<file path="config.mk">
export PLATFORM = sky130hd
export DESIGN_NAME = t0_cmd_fetch
export DESIGN_NICKNAME = d
export VERILOG_FILES = /design/src/rtl/t0_pkg.sv /design/src/rtl/t0_byte_fetch.sv /design/src/rtl/t0_cmd_fetch.sv
export SDC_FILE = /design/constraint.sdc
export NUM_CORES = 1
export LEC_CHECK = 0
export ABC_AREA = 1
export CORE_ASPECT_RATIO = 2
export CORE_UTILIZATION = 29
export CTS_BUF_LIST = sky130_fd_sc_hd__clkbuf_8
export DETAILED_ROUTE_END_ITERATION = 16
export GPL_TIMING_DRIVEN = 0
export PLACE_DENSITY_LB_ADDON = 0.2
export SYNTH_ARGS = -nofsm -noshare
export SYNTH_HDL_FRONTEND = slang
export SYNTH_SLANG_ARGS = --single-unit
</file>
<file path="constraint.sdc">
create_clock -name clk -period 1.6 [get_ports clk]
set_clock_uncertainty 0.1 [all_clocks]
set_input_delay 0.16 -clock clk [delete_from_list [all_inputs] [get_ports clk]]
set_output_delay 0.16 -clock clk [all_outputs]
set_load 0.05 [all_outputs]
</file>
<file path="src/rtl/t0_pkg.sv">
// Shared types and constants for the t0 command fetch path: opcodes, header
// bytes, payload lengths, the dispatched command record and fetch FSM states.
package t0_pkg;

   typedef enum logic [1:0] {
      OP_NOP   = 2'd0,
      OP_MOVE  = 2'd1,
      OP_DWELL = 2'd2
   } opcode_t;

   localparam logic [7:0] HDR_NOP   = 8'h00;
   localparam logic [7:0] HDR_MOVE  = 8'h01;
   localparam logic [7:0] HDR_DWELL = 8'h02;

   localparam logic [3:0] LEN_NOP   = 4'd0;
   localparam logic [3:0] LEN_MOVE  = 4'd8;
   localparam logic [3:0] LEN_DWELL = 4'd2;

   typedef struct packed {
      opcode_t          op;
      logic [0:2][15:0] delta;
      logic [15:0]      period;
   } cmd_t;

   typedef enum logic [1:0] {
      HDR  = 2'd0,
      PAY  = 2'd1,
      DISP = 2'd2
   } fetch_state_t;

   function automatic logic [3:0] payload_len(input opcode_t op);
      case (op)
         OP_MOVE:  return LEN_MOVE;
         OP_DWELL: return LEN_DWELL;
         default:  return LEN_NOP;
      endcase
   endfunction

endpackage

</file>
<file path="src/rtl/t0_byte_fetch.sv">
// FIFO byte handshake: synchronises data_ready, detects its rising edge and
// generates data_request plus a one-cycle byte-accept strobe.
module t0_byte_fetch (
   input  logic clk,
   input  logic N_reset,
   input  logic data_ready,
   input  logic want,
   output logic data_request,
   output logic accept
);

   logic ready_s1;
   logic ready_s2;
   logic ready_d;
   logic rise;

   // Only a fresh low->high edge counts, so a level left high from an earlier
   // byte can never be consumed twice.
   assign rise   = ready_s2 & ~ready_d;
   assign accept = rise & data_request;

   always_ff @(posedge clk or negedge N_reset) begin
      if (!N_reset) begin
         ready_s1     <= 1'b0;
         ready_s2     <= 1'b0;
         ready_d      <= 1'b0;
         data_request <= 1'b0;
      end else begin
         ready_s1     <= data_ready;
         ready_s2     <= ready_s1;
         ready_d      <= ready_s2;
         data_request <= want & ~accept;
      end
   end

endmodule

</file>
<file path="src/rtl/t0_cmd_fetch.sv">
// Command fetch controller: parses header/payload bytes from the FIFO into
// NOP/MOVE/DWELL commands and hands them to the motion engine (valid/ready).
module t0_cmd_fetch
   import t0_pkg::*;
#(
   parameter int AXES           = 3,
   parameter int TIMEOUT_CYCLES = 1024
) (
   input  logic               clk,
   input  logic               N_reset,
   input  logic               data_ready,
   input  logic [7:0]         data,
   output logic               data_request,
   output logic               cmd_valid,
   input  logic               cmd_ready,
   output logic [1:0]         cmd_op,
   output logic signed [15:0] cmd_delta [0:AXES-1],
   output logic [15:0]        cmd_period,
   output logic               cmd_error,
   output fetch_state_t       fsm_state
);

   localparam int TW = $clog2(TIMEOUT_CYCLES + 1);

   fetch_state_t  state;
   opcode_t       op_q;
   cmd_t          cmd_q;
   logic [3:0]    cnt;
   logic [TW-1:0] tcnt;
   logic [55:0]   pay_q;
   logic [63:0]   pay_next;
   logic          want;
   logic          accept;
   logic          timeout_hit;

   t0_byte_fetch u_byte_fetch (
      .clk          (clk),
      .N_reset      (N_reset),
      .data_ready   (data_ready),
      .want         (want),
      .data_request (data_request),
      .accept       (accept)
   );

   // Little-endian shift-in: after the last byte the period always sits in
   // the top 16 bits, for both MOVE (8 bytes) and DWELL (2 bytes).
   assign pay_next = {data, pay_q};

   // tcnt counts stalled cycles since the last accept; hitting the limit here
   // makes the registered abort land on the TIMEOUT_CYCLES-th stalled cycle.
   assign timeout_hit = (state == PAY) && !accept && (tcnt == TW'(TIMEOUT_CYCLES - 1));

   always_comb begin
      want = 1'b0;
      case (state)
         HDR:     want = 1'b1;
         PAY:     want = ~timeout_hit;
         DISP:    want = cmd_ready;
         default: want = 1'b0;
      endcase
   end

   always_ff @(posedge clk or negedge N_reset) begin
      if (!N_reset) begin
         state     <= HDR;
         op_q      <= OP_NOP;
         cmd_q     <= '0;
         cmd_valid <= 1'b0;
         cmd_error <= 1'b0;
         cnt       <= '0;
         tcnt      <= '0;
         pay_q     <= '0;
      end else begin
         cmd_error <= 1'b0;
         case (state)
            HDR: begin
               if (accept) begin
                  case (data)
                     HDR_NOP: begin
                        cmd_q     <= '0;
                        cmd_valid <= 1'b1;
                        state     <= DISP;
                     end
                     HDR_MOVE, HDR_DWELL: begin
                        op_q  <= opcode_t'(data[1:0]);
                        cnt   <= '0;
                        tcnt  <= TW'(1);
                        pay_q <= '0;
                        state <= PAY;
                     end
                     default: cmd_error <= 1'b1;
                  endcase
               end
            end
            PAY: begin
               if (accept) begin
                  pay_q <= pay_next[63:8];
                  cnt   <= cnt + 4'd1;
                  tcnt  <= TW'(1);
                  if (cnt == payload_len(op_q) - 4'd1) begin
                     cmd_q.op     <= op_q;
                     cmd_q.period <= pay_next[63:48];
                     if (op_q == OP_MOVE) begin
                        cmd_q.delta[0] <= pay_next[15:0];
                        cmd_q.delta[1] <= pay_next[31:16];
                        cmd_q.delta[2] <= pay_next[47:32];
                     end else begin
                        cmd_q.delta <= '0;
                     end
                     cmd_valid <= 1'b1;
                     state     <= DISP;
                  end
               end else if (timeout_hit) begin
                  cmd_error <= 1'b1;
                  state     <= HDR;
               end else begin
                  tcnt <= tcnt + TW'(1);
               end
            end
            DISP: begin
               if (cmd_ready) begin
                  cmd_valid <= 1'b0;
                  state     <= HDR;
               end
            end
            default: state <= HDR;
         endcase
      end
   end

   assign cmd_op     = cmd_q.op;
   assign cmd_period = cmd_q.period;
   assign fsm_state  = state;

   for (genvar a = 0; a < AXES; a++) begin : g_delta
      assign cmd_delta[a] = cmd_q.delta[a];
   end

endmodule

</file>
# After elaboration in Yosys (flattened, before gate mapping)
# Cells that the tools add are included.
classes:
  n_div: 0
  n_eq_ne: 18
  n_bitwise: 6
  addsub: 3
  muxes: 41
  reduce_logical: 15
  order_cmp: 0
  shift: 0
  multipliers: 0
ops:
  columns: ["cell", "count"]
  rows:
  - ["66-bit 2-to-1 mux", 4]
  - ["56-bit 2-to-1 mux", 3]
  - ["66-bit case mux with 2 select lines", 1]
  - ["56-bit case mux with 2 select lines", 1]
  - ["48-bit 2-to-1 mux", 1]
  - ["11-bit 2-to-1 mux", 4]
  - ["11-bit case mux with 2 select lines", 1]
  - ["4-bit 2-to-1 mux", 5]
  - ["4-bit case mux with 2 select lines", 2]
  - ["11-bit by 1-bit adder with 11-bit output, second input constant", 1]
  - ["11-bit by 10-bit equality test with 1-bit output, second input constant", 1]
  - ["2-bit 2-to-1 mux", 5]
  - ["5-bit AND reduction", 2]
  - ["1-bit 2-to-1 mux", 9]
  - ["8-bit by 1-bit equality test with 1-bit output, second input constant", 1]
  - ["8-bit by 2-bit equality test with 1-bit output, second input constant", 1]
  - ["8-bit zero test", 1]
  - ["4-bit AND reduction", 2]
  - ["2-bit by 1-bit != test with 1-bit output, second input constant", 3]
  - ["2-bit != test, second input constant", 3]
  - ["3-bit != test, second input constant", 2]
  - ["1-bit case mux with 3 select lines", 2]
  - ["2-bit case mux with 3 select lines", 1]
  - ["6-bit AND reduction", 1]
  - ["19 further kinds", 26]
word_totals:
  ramBits: 0
  mem_bits_ro: 0
  inputBits: 12
  latch_bits: 0
  ff_bits: 147
  mem_count: 0

# Logic depth before layout (Yosys ltp)
# Gate-level depths: netlist of run 1.
logic_depth:
  word_depth: 10
  depth_mapped: 12

# By module
# From an unflattened synthesis of run 1, not the netlist that was laid out.
unflattened:
  cells_unflattened: 796
  hier_area_um2: 6496.2
modules_own_cells:
  columns: ["mod", "cells_each", "instances", "area_each_um2"]
  rows:
  - ["t0_cmd_fetch", 788, 1, 6378.6]
  - ["t0_byte_fetch", 8, 1, 117.6]

# Least setup slack after synthesis of run 1
# OpenSTA, ideal clock, no wires.
synth_timing:
  kind: "register -> register"
  from: "reg u_byte_fetch.data_request"
  to: "reg pay_q[45]"
  stages_incl_launch_ff: 11
  required_time_ns: 1.379
  path_slack_ns: -0.277
  arrival_ns: 1.656
  path_buffers: 3
  setup_time_ns: 0.121
  synth_period_minus_slack_ns: 1.877
  cell_sequence: "dfrtp_1 nand3_1 buf_4 nor2_4 inv_2 nand2_2 inv_2 buf_6 buf_6 nand2_1 o21ai_1"
synth_between:
  elab_chain_cells: 3
  elab_cells_between_ends: 4
  cone_classes: "eq/ne (2); bitwise (1); reduce/logical (1)"
synth_lines:
  columns: ["item", "line", "source"]
  rows:
  - ["start: declaration", "t0_byte_fetch.sv:8", "output logic data_request,"]
  - ["start signal: assignment", "t0_byte_fetch.sv:32", "data_request <= want & ~accept;"]
  - ["1-bit AND *", "t0_byte_fetch.sv:20", "assign accept = rise & data_request;"]
  - ["2-bit != test (no line)", null, null]
  - ["4-bit AND reduction (no line) *", null, null]
  - ["end signal: assignment", "t0_cmd_fetch.sv:97", "pay_q <= pay_next[63:8];"]
  - ["end: declaration", "t0_cmd_fetch.sv:30", "logic [55:0] pay_q;"]
# Mark *: on every way between the ends. The rest lies on a longest branch, timed or not.
# A chain may end at the register's enable or synchronous reset.

# Worst setup path in the final report of run 1
layout_timing:
  from: "reg op_q[0]"
  to: "reg cmd_q (netlist bit cmd_delta[25])"
layout_between:
  elab_chain_cells: 8
  elab_cells_between_ends: 13
  cone_classes: "add/sub (1); eq/ne (4); mux (7); reduce/logical (1)"
layout_lines:
  columns: ["item", "line", "source"]
  rows:
  - ["start: declaration", "t0_cmd_fetch.sv:26", "opcode_t op_q;"]
  - ["start signal: assignment", "t0_cmd_fetch.sv:85", "op_q <= opcode_t'(data[1:0]);"]
  - ["2-bit equality test or 2-bit by 1-bit equality test with 1-bit output (tied branches)", "t0_pkg.sv:32, t0_cmd_fetch.sv:103", null]
  - ["4-bit case mux with 2 select lines", "t0_pkg.sv:32", "case (op)"]
  - ["4-bit 2-to-1 mux", "t0_cmd_fetch.sv:96", "if (accept) begin"]
  - ["4-bit 2-to-1 mux", "t0_cmd_fetch.sv:75", "case (state)"]
  - ["4-bit by 1-bit subtractor with 4-bit output", "t0_cmd_fetch.sv:100", "if (cnt == payload_len(op_q) - 4'd1) begin"]
  - ["4-bit equality test", "t0_cmd_fetch.sv:100", null]
  - ["2-bit by 1-bit != test with 1-bit output (no line)", null, null]
  - ["5-bit AND reduction (no line)", null, null]
  - ["end: declaration", "t0_cmd_fetch.sv:27", "cmd_t cmd_q;"]
# Several ways; a longest one is shown, not always the timed one. The select of a mux whose other input is x is not followed.

==> run summary, run 1 <==
total power: 11.9 mW
Gate Count Post-Synth: 742
# fillers: 2076
Via density: 4.82
post-synth cell types: 26
crit-path max FO: 5
slowest CP cell: dfrtp_1
top cell family by delay on the critical path: buffers and inverters
Placer Congestion: 0.830
Layout area overhead: 50.2%
IO buf count: 82
Final nets: 913
final worst slack: -0.317 ns
RSZ-0062 raised after global routing: yes
first-pass GRT wire length: 32.9 mm
endpoint type of the worst setup path: flop
largest area contributor in the netlist: dfrtp_1
Clock Root Buffer: clkbuf_8
Synth Register Bits: 147
pin count of the biggest net entering global routing: 76
Initial Util: 29.8%
Worst Setup Start Kind: flop
HPWL Detailed: 13.5 mm
Max-Cap Viols: 0
Clock Latency Late Sink: 0.47 ns
Max-slew headroom: 50.2%
row cnt: 76
Worst-Margin Slew: 0.747 ns
worst hold-check path type: in2reg
clk slew on worst S/H paths: 0.09 ns
Max Clock Freq: 0.522 GHz
via count: 5701
Die H: 212 microns
Largest stage delay, worst path: 0.38 ns
DRC viols: 0
io pins: 83
commonest non-fill, non-tap cells in the layout: 142 x dfrtp_1, 121 x nand2_1, 102 x nand2_2, 84 x nand3_1, 64 x clkdlybuf4s15_2
layout cells sized above 1: 42.3%
GRT Overall Usage: 19.5%
diodes inserted: 0
GR Overflow Total: 0
CP Cell Sequence: inv_2 > ha_4 > nand2_1 > a21oi_1 > nand2_1 > nand2_2 > nand3_4 > buf_6 > buf_16 > clkbuf_16 > nand2_1 > o21ai_1
CTS Buf Count: 17
min Tclk post-route: 1.92 ns
Slew Limit Fails: 0
remaining antenna violation count: 0
DRT Pass-1 Iters: 5
width of the die: 107 microns
initial antenna violation count: 0
vias in the first global route: 5978
Post-Route WL: 20.9 mm
Worst setup startpoint: op_q[0]
Avg Cell Area, Syn: 8.66 sq um
Seq/Total Area, Yosys: 57.3%
status: finished, violations left
CTS tree: yes
hold slack: 0.0267 ns
commonest non-fill, non-tap cell in the layout: dfrtp_1
Data arrival, critical path: 2.18 ns
Synth Warn #: 0
Worst Path Class, Setup: reg2reg
Synth Cell Area: 6420 sq um
Worst Min Path Start: data_ready
PwrDens: 1230 nW/um^2
TNS Setup: -18.34 ns
reg2reg start: op_q[0]
maximum vdd drop: 579 uV
buffers plus inverters on the worst setup path: 4
Final Hold Fails: 0
endpoints failing setup: 127
share of the synthesized area in the top cell type: 57.3%
violated checks: setup timing
total core area: 21600 sq um
DIE AREA: 22800 sq um
Iter 0 DRT Violations: 306
most frequent CP cell: nand2_1
Routed WL per cell: 17.6 microns
Leakage: 4.23 nW
largest cells by area after synthesis: dfrtp_1 57%, nand2_1 13%, nand3_1 8.0%, o21ai_0 4.8%, inv_1 2.7%
Net Count, Synth: 758
H-tree Lvls: 4
Clock Sink Count: 147
fin crit share: 120%
CTS Buffer Depth: 2
Worst EP required: 1.87 ns
-- state kept, by name (all words and copies together) (netlist names), 2 cells and up --
name and count:
pay_q 56, fsm_state 2, tcnt 11, cmd_period 16
op_q 2, cmd_op 2, cnt 4, cmd_delta 48
-- worst paths after layout --
| path | to | slack [ns] | depth (start not counted) |
|---|---|---|---|
| worst max-delay path | cmd_delta[25] | -0.32 | 12 |
| worst min-delay path | u_byte_fetch.ready_s1 | 0.03 | 1 |
| worst max register to register | cmd_delta[25] | -0.32 | 12 |
| worst min register to register | u_byte_fetch.ready_s2 | 0.26 | 0 |
| max in group asynchronous | cmd_delta[20] | 0.38 | 3 |
| min in group asynchronous | cmd_error | 0.17 | 2 |
-- what timing repair did --
action | CTS | global route
endpoints found under the hold margin | 74 | 0
pin swaps | 24 | 26
resized for setup | 437 | 94
hold buffers | 1 | 0
setup endpoints to repair | 212 | 149
cloned | 18 | 2
buffers inserted | 29 | 5
-- area by class of cell --
cell class,instances,area (sq um),area share [%]
plain buffers,42,463,4.80
clock buffers,18,248,2.57
clock inverters,14,155,1.61
inverters,52,218,2.26
multi-input cells,501,2910,30.1
flip-flops and latches,147,3680,38.2
well taps,273,342,3.54
repair buffers,136,1630,16.9
-- cell usage after synthesis, drive strengths merged --
cell type	instances
nand2	230
o21ai	98
o311ai	1
clkbuf	20
a21oi	5
xor2	1
nand3	104
inv	52
ha	4
nand4	11
buf	24
or2	1
nor2	44
dfrtp	147
-- through the flow --
stage                     setup WS [ns]  utilization [%]  instance area, sq um  instances
after CTS                        -0.313             43.2                  9320       1176
after detailed placement         -0.585             35.6                  7690       1098
after global placement            -6.50             35.5                  7670       1097
final                            -0.317             44.7                  9650       1183
after global routing             -0.392             44.7                  9650       1183
after floorplan                  -0.158                -                  6500        742
-- power by group --
part / total (mW) / internal (mW) / switching, mW
combinational: 3.90 / 1.49 / 2.41
sequential: 4.96 / 4.31 / 0.653
clock: 3.01 / 1.44 / 1.57
-- metal layers --
metal	vias up	wire length [microns]	GRT usage, %
li1	2725	-	-
met1	2800	7220	19.4
met2	133	12300	38.6
met3	43	577	2.73
met4	0	795	8.97
met5	-	0	0
-- cell families (layout without fill, tap and decap cells) --
kind of cell               after synthesis  count (layout)  share of synthesized area (%)
DFF                                    147             147                           57.3
and+or+nand+nor                        390             392                           25.7
adders and majority gates                4               4                          0.779
buffers and inverters                   96             262                           7.52
AOI/OAI and AO/OA                      104             104                           8.57
xor gates and xnor gates                 1               1                          0.136
Note: power is estimated with default switching activity, not from simulation.
==> inputs of run 2 (changes only) <==
==> constraint.sdc (replaced) <==
create_clock -name clk -period 2.5 [get_ports clk]
set_clock_uncertainty 0.1 [all_clocks]
set_input_delay 0.25 -clock clk [delete_from_list [all_inputs] [get_ports clk]]
set_output_delay 0.25 -clock clk [all_outputs]
set_load 0.05 [all_outputs]
==> run summary, run 2 (synthesis gave the netlist of run 1 again) <==
status: finished, final reports clean (was finished, violations left)
TNS Setup: 0 ns (was -18.34 ns)
layout cells sized above 1: 8.87% (was 42.3%)
max reg flops: 56 (unchanged)
reg2reg start: op_q[0] (unchanged)
Placer Congestion: 0.825 (was 0.830)
fin cells: 1130 (was 1183)
grt met1 use: 17.3% (was 19.4%)
commonest non-fill, non-tap cells in the layout: 228 x nand2_1, 147 x dfrtp_1, 103 x nand3_1, 81 x clkdlybuf4s50_1, 62 x o21ai_0 (was 142 x dfrtp_1, 121 x nand2_1, 102 x nand2_2, 84 x nand3_1, 64 x clkdlybuf4s15_2)
Clock Sink Count: 147 (unchanged)
Max-slew headroom: 59.8% (was 50.2%)
worst hold-check path type: in2reg (unchanged)
remaining antenna violation count: 0 (unchanged)
Max Clock Freq: 0.460 GHz
Worst Min Path Start: data_ready (unchanged)
min Tclk post-route: 2.17 ns
Largest stage delay, worst path: 0.87 ns (was 0.38 ns)
dpl cells: 1098 (unchanged)
pin count of the biggest net entering global routing: 86 (was 76)
endpoint type of the worst setup path: output port (was flop)
endpoints failing setup: 0 (was 127)
Worst Path Class, Setup: reg2out (was reg2reg)
commonest non-fill, non-tap cell in the layout: nand2_1 (was dfrtp_1)
via count: 5314 (was 5701)
largest register by flop count: pay_q (unchanged)
fin crit share: 87.0%
DRT Pass-1 Iters: 4 (was 5)
H-tree Lvls: 4 (unchanged)
Worst-Margin Slew: 0.602 ns (was 0.747 ns)
met2 global-route usage: 31.5% (was 38.6%)
buffers plus inverters on the worst setup path: 1 (was 4)
Data arrival, critical path: 1.82 ns (was 2.18 ns)
Worst setup startpoint: fsm_state[1] (was op_q[0])
final worst slack: 0.325 ns (was -0.317 ns)
GRT Overall Usage: 17.2% (was 19.5%)
DRC viols: 0 (unchanged)
CTS tree: yes (unchanged)
CTS Buf Count: 17 (unchanged)
GR Overflow Total: 0 (unchanged)
Final nets: 861 (was 913)
initial antenna violation count: 0 (unchanged)
Die H: 212 microns (unchanged)
Max-Cap Viols: 0 (unchanged)
total core area: 21600 sq um (unchanged)
PwrDens: 865 nW/um^2 (was 1230 nW/um^2)
Via density: 4.70 (was 4.82)
IO buf count: 82 (unchanged)
Leakage: 3.62 nW (was 4.23 nW)
Clock Root Buffer: clkbuf_8 (unchanged)
cell area after layout: 8060 sq um (was 9650 sq um)
hold slack: 0.115 ns (was 0.0267 ns)
Initial Util: 29.8% (unchanged)
post-cts resize count: 0 (was 437)
Slew Limit Fails: 0 (unchanged)
Worst Setup Start Kind: flop (unchanged)
CP Cell Sequence: clkdlybuf4s50_1 (was inv_2 > ha_4 > nand2_1 > a21oi_1 > nand2_1 > nand2_2 > nand3_4 > buf_6 > buf_16 > clkbuf_16 > nand2_1 > o21ai_1)
Post-Route WL: 18.5 mm (was 20.9 mm)
diodes inserted: 0 (unchanged)
vias in the first global route: 5367 (was 5978)
Layout area overhead: 25.5% (was 50.2%)
DIE AREA: 22800 sq um (unchanged)
Clock Latency Late Sink: 0.47 ns (about the same)
Routed WL per cell: 16.4 microns (was 17.6 microns)
clk slew on worst S/H paths: 0.09 ns (about the same)
M3 GR Usage: 3.49% (was 2.73%)
io pins: 83 (unchanged)
width of the die: 107 microns (unchanged)
CTS Buffer Depth: 2 (unchanged)
Post-Place Worst Slack: 0.125 ns (was -0.585 ns)
post-CTS setup buffers: 0 (was 29)
first-pass GRT wire length: 28.9 mm (was 32.9 mm)
slowest CP cell: clkdlybuf4s50_1 (was dfrtp_1)
maximum vdd drop: 402 uV (was 579 uV)
Worst EP required: 2.15 ns (was 1.87 ns)
Placed Instance Area: 7610 sq um (was 7690 sq um)
HPWL Detailed: 13.9 mm (was 13.5 mm)
Final Hold Fails: 0 (unchanged)
row cnt: 76 (unchanged)
Iter 0 DRT Violations: 161 (was 306)
RSZ-0062 raised after global routing: no (was yes)
top cell family by delay on the critical path: buffers and inverters (unchanged)
crit-path max FO: 6 (was 5)
gr busiest metal: met2 (unchanged)
## run 2: cell count changes in the layout (fill, tap and decap cells not counted), moves of 25 or more
cell,previous run,this run
nand2_1,121,228
nand2_2,102,1
clkdlybuf4s50_1,10,81
clkdlybuf4s15_2,64,0
o21ai_0,11,62
o21ai_1,55,29
o21ai_2,32,7
## run 2: final timing paths
check                                        end  slack, ns  cells past startpoint
setup / recovery                    fsm_state[1]       0.33                      1
hold / removal             u_byte_fetch.ready_s1       0.12                      1
setup reg to reg                  cmd_period[14]       0.38                     10
hold reg to reg            u_byte_fetch.ready_s2       0.26                      0
max in group asynchronous           cmd_delta[1]       1.23                      3
min in group asynchronous  u_byte_fetch.ready_s1       0.20                      2
## run 2: what timing repair did
item | CTS | global route
hold endpoints to repair | 62 | 0
endpoints found under the setup margin | 0 | 0
hold buffers | 1 | 0
## run 2: per-layer routing
layer / wire length, microns / vias up
li1: - / 2609
met5: 0 / -
met1: 6830 / 2549
met3: 499 / 50
met4: 1070 / 0
met2: 10100 / 106
## run 2: final cells by class
type | instances | area (sq um)
repair buffers | 84 | 860
clock buffers | 18 | 248
well taps | 273 | 342
inverters | 52 | 195
fillers | 2219 | 13500
clock inverters | 13 | 186
multi-input cells | 499 | 2260
plain buffers | 44 | 288
flip-flops and latches | 147 | 3680
## run 2: power by group
part / leakage, nW / total [mW] / switching, mW / internal [mW]
Clock: 0.218 / 2.04 / 0.935 / 1.11
Combinational: 1.40 / 1.82 / 1.27 / 0.556
Sequential: 2.00 / 3.10 / 0.352 / 2.75
## run 2: metrics by stage
stage          total power, mW  utilization [%]
6_report                  6.97             37.3
5_1_grt                   7.36             37.3
3_3_place_gp              4.97             35.1
2_1_floorplan             4.28                -
3_5_place_dp              4.99             35.3
4_1_cts                   7.07             37.3
==> inputs of run 3 (changes only) <==
--- a/config.mk
+++ b/config.mk
@@ -9,7 +9,9 @@
 export CORE_ASPECT_RATIO = 2
 export CORE_UTILIZATION = 29
 export CTS_BUF_LIST = sky130_fd_sc_hd__clkbuf_8
+export CTS_CLUSTER_SIZE = 10
 export DETAILED_ROUTE_END_ITERATION = 16
+export DONT_BUFFER_PORTS = 1
 export GPL_TIMING_DRIVEN = 0
 export PLACE_DENSITY_LB_ADDON = 0.2
 export SYNTH_ARGS = -nofsm -noshare
==> constraint.sdc (replaced) <==
create_clock -name clk -period 1.8 [get_ports clk]
set_clock_uncertainty 0.1 [all_clocks]
set_input_delay 0.18 -clock clk [delete_from_list [all_inputs] [get_ports clk]]
set_output_delay 0.18 -clock clk [all_outputs]
set_load 0.05 [all_outputs]
==> run summary, run 3 (synthesis gave the netlist of run 1 again) <==
status: finished, violations left (was finished, final reports clean)
violated checks: hold timing, setup timing
Die H: 212 microns (unchanged)
fin crit share: 107%
slowest CP cell: dfrtp_1 (was clkdlybuf4s50_1)
CP Cell Sequence: ha_4 > inv_2 > nand2_2 > a21oi_2 > nand2_2 > nand2_2 > nand3_4 > buf_6 > buf_16 > clkbuf_16 > nand2_1 > o21ai_1 (was clkdlybuf4s50_1)
Max-slew headroom: 60.4% (was 59.8%)
H-tree Lvls: 4 (unchanged)
DRC viols: 0 (unchanged)
Worst Setup Start Kind: flop (unchanged)
width of the die: 107 microns (unchanged)
Layout area overhead: 26.9% (was 25.5%)
Post-Route WL: 19.8 mm (was 18.5 mm)
PwrDens: 1240 nW/um^2 (was 865 nW/um^2)
total power: 10.1 mW (was 6.97 mW)
endpoint type of the worst setup path: flop (was output port)
gr busiest metal: met2 (unchanged)
M3 GR Usage: 4.08% (was 3.49%)
HPWL Detailed: 13.8 mm (was 13.9 mm)
diodes inserted: 0 (unchanged)
clk slew on worst S/H paths: 0.08 ns (was 0.09 ns)
grt met1 use: 17.3% (about the same)
sequential power share: 47.7% (was 44.5%)
DRT Pass-1 Iters: 4 (unchanged)
Iter 0 DRT Violations: 234 (was 161)
Worst Path Class, Setup: reg2reg (was reg2out)
Clock Sink Count: 147 (unchanged)
CTS Buf Count: 17 (unchanged)
Initial Util: 29.8% (unchanged)
commonest non-fill, non-tap cell in the layout: nand2_1 (unchanged)
Clock Latency Late Sink: 0.47 ns (about the same)
Worst Setup EP: cmd_delta[29] (was fsm_state[1])
met2 global-route usage: 35.7% (was 31.5%)
Data arrival, critical path: 2.19 ns (was 1.82 ns)
Sw Pwr: 3.75 mW (was 2.55 mW)
total core area: 21600 sq um (unchanged)
final worst slack: -0.134 ns (was 0.325 ns)
critical path depth: 12 (was 1)
Max Clock Freq: 0.517 GHz
hold slack: -0.702 ns (was 0.115 ns)
endpoints failing setup: 126 (was 0)
worst-case reg-to-reg path depth: 12 (was 10)
top cell family by delay on the critical path: buffers and inverters (unchanged)
initial antenna violation count: 0 (unchanged)
Worst-Margin Slew: 0.594 ns (was 0.602 ns)
Worst setup startpoint: op_q[1] (was fsm_state[1])
Final Hold Fails: 147 (was 0)
Comb power frac: 24.1% (was 26.1%)
largest register by flop count: pay_q (unchanged)
TNS Setup: -6.38 ns (was 0 ns)
max reg flops: 56 (unchanged)
Max-Cap Viols: 0 (unchanged)
first-pass GRT wire length: 30.3 mm (was 28.9 mm)
GRT Overall Usage: 18.2% (was 17.2%)
Worst EP required: 2.06 ns (was 2.15 ns)
r2r setup slk: -0.13 ns (was 0.38 ns)
Leakage: 3.71 nW (was 3.62 nW)
via count: 5242 (was 5314)
clock share of power: 28.3% (was 29.3%)
pin count of the biggest net entering global routing: 148 (was 86)
remaining antenna violation count: 0 (unchanged)
CTS tree: yes (unchanged)
Clock Root Buffer: clkbuf_8 (unchanged)
row cnt: 76 (unchanged)
Slew Limit Fails: 0 (unchanged)
Placed Instance Area: 6770 sq um (was 7610 sq um)
Final Util: 37.8% (was 37.3%)
Post-CTS Hold Buffers: 10 (was 1)
sw frac: 37.1% (was 36.6%)
Internal Pwr Total: 6.37 mW (was 4.42 mW)
DIE AREA: 22800 sq um (unchanged)
maximum vdd drop: 410 uV (was 402 uV)
IO buf count: 0 (was 82)
most frequent CP cell: nand2_2
reg2reg start: op_q[1] (was op_q[0])
Routed WL per cell: 18.2 microns (was 16.4 microns)
worst reg2reg path endpoint: cmd_delta[29] (was cmd_period[14])
layout cells sized above 1: 25.2% (was 8.87%)
RSZ-0062 raised after global routing: yes (was no)
worst hold-check path type: in2async (was in2reg)
Final nets: 818 (was 861)
buffers plus inverters on the worst setup path: 4 (was 1)
GR Overflow Total: 0 (unchanged)
cell area after layout: 8150 sq um (was 8060 sq um)
CTS Buffer Depth: 2 (unchanged)
crit-path max FO: 6 (unchanged)
commonest non-fill, non-tap cells in the layout: 182 x nand2_1, 142 x dfrtp_1, 101 x nand3_1, 60 x o21ai_1, 44 x nand2_2 (was 228 x nand2_1, 147 x dfrtp_1, 103 x nand3_1, 81 x clkdlybuf4s50_1, 62 x o21ai_0)
Via density: 4.82 (was 4.70)
Largest stage delay, worst path: 0.42 ns (was 0.87 ns)
io pins: 83 (unchanged)
min Tclk post-route: 1.93 ns
Placer Congestion: 0.835 (was 0.825)
vias in the first global route: 5361 (was 5367)
==> run 3: worst min path at each step <==
| stage | startpoint | endpoint | slack (ns) |
|---|---|---|---|
| 4_1_cts | N_reset | u_byte_fetch.ready_s1 | -0.74 |
| 5_1_grt | N_reset | cmd_error | -0.74 |
| 6_report | N_reset | cmd_valid | -0.70 |
| 3_3_place_gp | N_reset | u_byte_fetch.ready_s1 | -0.21 |
| 2_1_floorplan | N_reset | cmd_delta[0] | -0.22 |
| 3_5_place_dp | N_reset | u_byte_fetch.ready_s1 | -0.21 |
==> run 3: area by class of cell <==
type	count	area, sq um
Tap cell	273	342
Inverter	52	213
Multi-Input combinational cell	499	2560
Clock inverter	13	184
Sequential cell	147	3690
Fill cell	2203	13400
Buffer	42	405
Timing Repair Buffer	43	513
Clock buffer	18	248
==> run 3: routing by layer <==
metal / share of wire, % / vias to the layer above / wire length (microns)
met4: 3.5 / 0 / 701
met2: 59 / 87 / 11700
met1: 34 / 2593 / 6650
li1: - / 2535 / -
met3: 3.5 / 27 / 695
met5: 0 / - / 0
==> run 3: what timing repair did <==
item | CTS | global route
buffers inserted | 14 | 13
gates cloned | 3 | 3
resized for setup | 98 | 109
endpoints found under the hold margin | 169 | 147
pin swaps | 5 | 6
setup endpoints to repair | 142 | 142
==> run 3: stage by stage <==
step           std cells  setup slack (ns)
6_report            1087            -0.134
2_1_floorplan        742            0.0198
4_1_cts             1073            -0.201
5_1_grt             1087            -0.242
3_5_place_dp        1015            -0.576
3_3_place_gp        1015            -0.587
==> run 3: worst reg2reg max path: cells and delay by family, from the launching register on <==
kind / cells / cell delay (ns)
and+or+nand+nor: 5 / 0.36
adders and majority gates: 1 / 0.25
buffers and inverters: 4 / 0.50
AOI/OAI and AO/OA: 2 / 0.20
DFF: 1 / 0.42
==> run 3: power groups by stage <==
stage	sequential [mW]	combinational, mW	clock [mW]
3_3_place_gp	4.84	1.74	0
5_1_grt	4.88	2.72	3.07
3_5_place_dp	4.84	1.76	0
4_1_cts	4.79	2.01	2.94
6_report	4.82	2.43	2.86
2_1_floorplan	4.65	1.30	0
